### src/rtl/writeback_display_sequencer.sv
// Paces Data_Buffer writeback words onto the seven-segment display: pop, load, then hold each
// word for a fixed number of cycles. Optional fast-drain is enabled with `define WB_FASTDRAIN_EN.
module writeback_display_sequencer #(
    parameter int DATA_W      = 32,
    parameter int OCC_W       = 6,
    parameter int HOLD_CYCLES = 100_000_000,
    parameter int HIGH_WATER  = 48
) (
    input  logic              clk,
    input  logic              rst,
    input  logic [OCC_W-1:0]  buf_occ,
    input  logic [DATA_W-1:0] buf_data,
    output logic              buf_pop,
    input  logic              freeze,
    input  logic              skip,
    output logic [DATA_W-1:0] disp_data,
    output logic              disp_valid,
    output logic [15:0]       shown_count
);

    localparam int CNT_W       = (HOLD_CYCLES > 1) ? $clog2(HOLD_CYCLES) : 1;
    localparam int FAST_CYCLES = ((HOLD_CYCLES >> 2) < 1) ? 1 : (HOLD_CYCLES >> 2);
    localparam logic [CNT_W-1:0] FULL_LAST = CNT_W'(HOLD_CYCLES - 1);
    localparam logic [CNT_W-1:0] FAST_LAST = CNT_W'(FAST_CYCLES - 1);

`ifdef WB_FASTDRAIN_EN
    localparam bit FASTDRAIN_ON = 1'b1;
`else
    localparam bit FASTDRAIN_ON = 1'b0;
`endif

    typedef enum logic [1:0] {
        IDLE,
        POP,
        LOAD,
        SHOW
    } state_t;

    state_t           state;
    logic [CNT_W-1:0] hold_cnt;
    logic [CNT_W-1:0] hold_last;
    logic             high_water_hit;
    logic             buf_nonempty;

    assign buf_nonempty   = (buf_occ != '0);
    assign high_water_hit = (int'(buf_occ) >= HIGH_WATER);

    // The pop strobe is a pure decode of the registered state.
    assign buf_pop = (state == POP);

    // Terminal count is latched per word so a mid-hold occupancy change cannot stretch or cut it.
    function automatic logic [CNT_W-1:0] select_last(input logic hit);
        return (FASTDRAIN_ON && hit) ? FAST_LAST : FULL_LAST;
    endfunction

    always_ff @(posedge clk) begin
        if (rst) begin
            state       <= IDLE;
            disp_data   <= '0;
            disp_valid  <= 1'b0;
            shown_count <= '0;
            hold_cnt    <= '0;
            hold_last   <= FULL_LAST;
        end else begin
            case (state)
                IDLE: begin
                    if (buf_nonempty && !freeze)
                        state <= POP;
                end
                POP: begin
                    state <= LOAD;
                end
                LOAD: begin
                    disp_data   <= buf_data;
                    disp_valid  <= 1'b1;
                    shown_count <= shown_count + 16'd1;
                    hold_cnt    <= '0;
                    hold_last   <= select_last(high_water_hit);
                    state       <= SHOW;
                end
                SHOW: begin
                    // Freeze stalls the hold entirely; a skip arriving while frozen is dropped.
                    if (!freeze) begin
                        if (skip || (hold_cnt == hold_last))
                            state <= buf_nonempty ? POP : IDLE;
                        else
                            hold_cnt <= hold_cnt + 1'b1;
                    end
                end
                default: begin
                    state <= IDLE;
                end
            endcase
        end
    end

endmodule
### config.mk
export PLATFORM = sky130hd
export DESIGN_NAME = writeback_display_sequencer
export DESIGN_NICKNAME = d
export VERILOG_FILES = /design/src/rtl/writeback_display_sequencer.sv
export SDC_FILE = /design/constraint.sdc
export NUM_CORES = 1
export LEC_CHECK = 0
export ABC_AREA = 1
export BUFFER_PORTS_ARGS = -buffer_cell sky130_fd_sc_hd__buf_4
export CORE_MARGIN = 5
export CORE_UTILIZATION = 50
export CTS_CLUSTER_SIZE = 20
export DETAILED_ROUTE_END_ITERATION = 8
export HOLD_SLACK_MARGIN = 0.12
export PLACE_DENSITY = 0.84
export SYNTH_ARGS = -nofsm -noshare
export SYNTH_HDL_FRONTEND = slang
export SYNTH_SLANG_ARGS = --single-unit
### constraint.sdc
create_clock -name clk -period 2.65 [get_ports clk]
set_input_delay 0.53 -clock clk [delete_from_list [all_inputs] [get_ports clk]]
set_output_delay 0.53 -clock clk [all_outputs]
set_load 0.01 [all_outputs]
==> results list <==
* Fraction of the yosys area taken by sequential cells: 39.7%
- Fraction of final layout cells with drive strength greater than 1: 18.9%
- At the later pin of the worst-skew pair, clock insertion delay measures 0.36 ns.
- In the final routed layout, each cell accounts on average for 12.8 um.
* Register-to-Register Path Depth: 8
* Critical path capture point type: flip-flop
* Period minus WS final: 2.00 ns
- Crit-path max FO: 23
* Worst hold start: buf_data[22]
- Final Hold Vio Count: 0
- Excluding fillers, the count of instances in the completed layout stands at 780.
- Worst Setup Start Kind: flip-flop
- Along the worst hold path, the cell count comes to 3.
- Die width: 98.7 um
* Number of vias per cell after detailed routing: 5.17
- No sink is reached through more buffers than the 2 on the longest clock path.
- The number of antenna violations at the first check in global routing came to 0.
- Pin slew with the least headroom to its limit: 0.529 ns
- Power density over cell area: 704 nW/um2
* Largest net degree at the start of global routing: 44
* Diodes inserted: 0
- In this run the worst hold path is classified as input pin to flip-flop.
- Post-synth EDFFs: 0
- Number of max-cap violations: 0
- Worst slack at placement: 0.693 ns
- Final count of negative-setup-slack endpoints: 0
- In this run the remaining antenna-violating nets after routing total 0.
* Die area: 9750 um2
- Clock tree sinks: 78
- Setup slack on the worst reg-to-reg path comes out at 0.65 ns.
* Reg-to-Reg Start: state[0]
- 92 I/O pins were placed.
- At the end of routability-driven placement, the weighted congestion stood at 0.942.
- In the final timing run, aggregate negative setup slack is 0 ns.
- Post-synthesis register bit count: 78
- The worst hold path terminates at disp_data[22].
- TritonCTS built the clock tree.
- For the worst setup path, the data required time is 2.89 ns.
- Half-perimeter wire length after placement: 7150 um
- Final nets: 722
- Setup repair after global routing missed its margin: false
* Root buf cell: clkbuf_8
- Data on the critical path arrives at its endpoint at 2.24 ns.
- 1st-pass router iterations: 5
- Global-route wire length before repair: 17200 um
- In this run the static leakage power is 0.00207 uW.
* Predominant post-synthesis flop cell: dfxtp_1
- Worst reg2reg path endpoint: hold_cnt[0]
* Result of the run: finished clean
- Reg clk slew, reported paths: 0.09 ns
* Number of port buffers: 91
- Post-synthesis instance total: 589
- Drt first-iter violations: 334
- The H-tree generated during clock tree synthesis spans 3 levels.
* Most frequent cells in the layout: nor2_1, nand2_1, buf_4, dfxtp_1, inv_1
* Total instance count after detailed placement: 764
- Synth-to-Final Area Change: 23.4%
- The region available for standard cell placement spans 7690 um2.
- The initialized floorplan defines 32 standard-cell rows.
- The number of gates resized after CTS was 0.
* Fin. max-slew vios: 0
- The number of global-route vias before repair came to 3866.
* Highest achievable clock rate: 0.500 GHz
- Cell Area, Synth: 3940 um2
* Number of vias in the routed layout: 4035
* Post-Synthesis Net Count: 638
- The worst-case IR drop observed on VDD is 0.585 mV.
- In this run, CTS created clock tree buffers numbering 9.
* Number of hold-repair buffers added at the cts stage: 0
- The routed design has 9960 um of wire.
- Worst relative slew slack: 64.5%
- For this run, the total global-route usage over all layers was measured as 20.9%.
- Counting distinct cell types in the post-synthesis netlist gives 32.
- In the routed design, unresolved DRC markers number 0.
- Effective utilization at floorplan: 51.2%
- Vertical extent of the die: 98.7 um
- Setup slack closes at 0.651 ns.
- Mean Syn Cell Area: 6.68 um2
- Worst setup path category: flip-flop to flip-flop
- Counting flops with an async set or reset pin after synthesis yields a share of 0%.
- Post-CTS timing repair inserted 0 buffers for setup.
- Across the routed clock network, the largest skew measured is 0.0134 ns.
* Number of warnings printed during yosys synthesis: 0
- Total overflow reported by the global router: 0
* Final clock period utilization by the worst path: 75.4%
* Commonest non-fill, non-tap cell in the layout: nor2_1
-- worst max-delay path by stage --
| stage | from | end | slack (ns) | cells past startpoint |
|---|---|---|---|---|
| 4_1_cts | state[0] | hold_cnt[0] | 0.67 | 8 |
| 3_3_place_gp | hold_cnt[0] | hold_cnt[18] | 0.77 | 12 |
| 2_1_floorplan | state[0] | shown_count[12] | 1.02 | 8 |
| 3_5_place_dp | state[0] | hold_cnt[0] | 0.69 | 8 |
| 5_1_grt | state[0] | hold_cnt[11] | 0.41 | 7 |
| 6_report | state[0] | hold_cnt[0] | 0.65 | 8 |
-- cell families after synthesis --
family,synth area share [%]
and+or+nand+nor,37.0
AOI/OAI and AO/OA,10.6
DFF,39.7
buffers and inverters,7.63
xor gates and xnor gates,2.89
adders and majority gates,2.22
-- state kept, by name, summed over array words and instances, names as in the netlist --
signal,count
disp_data,32
hold_cnt,27
shown_count,16
state,2
disp_valid,1
-- synth_stat cells, types with 2 or more instances --
library cell	number	area share [%]
o21bai_1	2	0.38
inv_1	49	4.7
buf_2	3	0.38
nand2_1	106	10
nand4_1	12	1.9
nor3_1	14	1.8
ha_1	7	2.2
nand2_4	3	0.86
a21oi_1	28	3.6
nor2_4	3	0.86
buf_1	2	0.19
buf_6	3	0.86
clkbuf_1	15	1.4
nor2_1	150	14
o21ai_0	45	5.7
nand3_1	40	5.1
xor2_1	10	2.2
dfxtp_1	78	40
nand2_2	3	0.48
nor2_2	2	0.32
xnor2_1	3	0.67
-- where the power goes --
group	switching (uW)	internal [uW]
clock network	486	360
logic	663	433
registers	113	1360
-- critical path: stages (launching register included) --
cell and delay (ns):
dfxtp_1 0.40, ha_1 0.23, inv_1 0.07, nor2_1 0.30, nand3_4 0.31, nand2_4 0.33
inv_1 0.09, nor2_1 0.09, nor2_1 0.05
-- area by class of cell --
class / instances / area, um2
clock buffer: 9 / 124
sequential: 78 / 1560
multi-input combinational: 438 / 2070
tap: 102 / 128
timing repair buffer: 96 / 721
fill: 658 / 2830
inverter: 50 / 188
clock inverter: 7 / 60.1
-- metrics by stage --
step | hold slack, ns | instance area (um2) | total power (uW) | util [%]
after detailed placement | 0.473 | 4670 | 2600 | 60.8
final | 0.388 | 4860 | 3420 | 63.2
after floorplan | 0.473 | 3940 | 2120 | -
after global routing | 0.381 | 4860 | 3650 | 63.2
after global placement | 0.448 | 4670 | 2560 | 60.8
after CTS | 0.378 | 4860 | 3440 | 63.2
-- routing by layer --
layer  up-vias  global-route usage (%)  share of wire, %
met2       143                    34.2                46
li1       2047                       -                 -
met1      1824                    26.0                43
met3        21                    7.43               9.3
met4         0                    6.30               1.7
met5         -                       0                 0
Power figures use the tool's default switching activity.
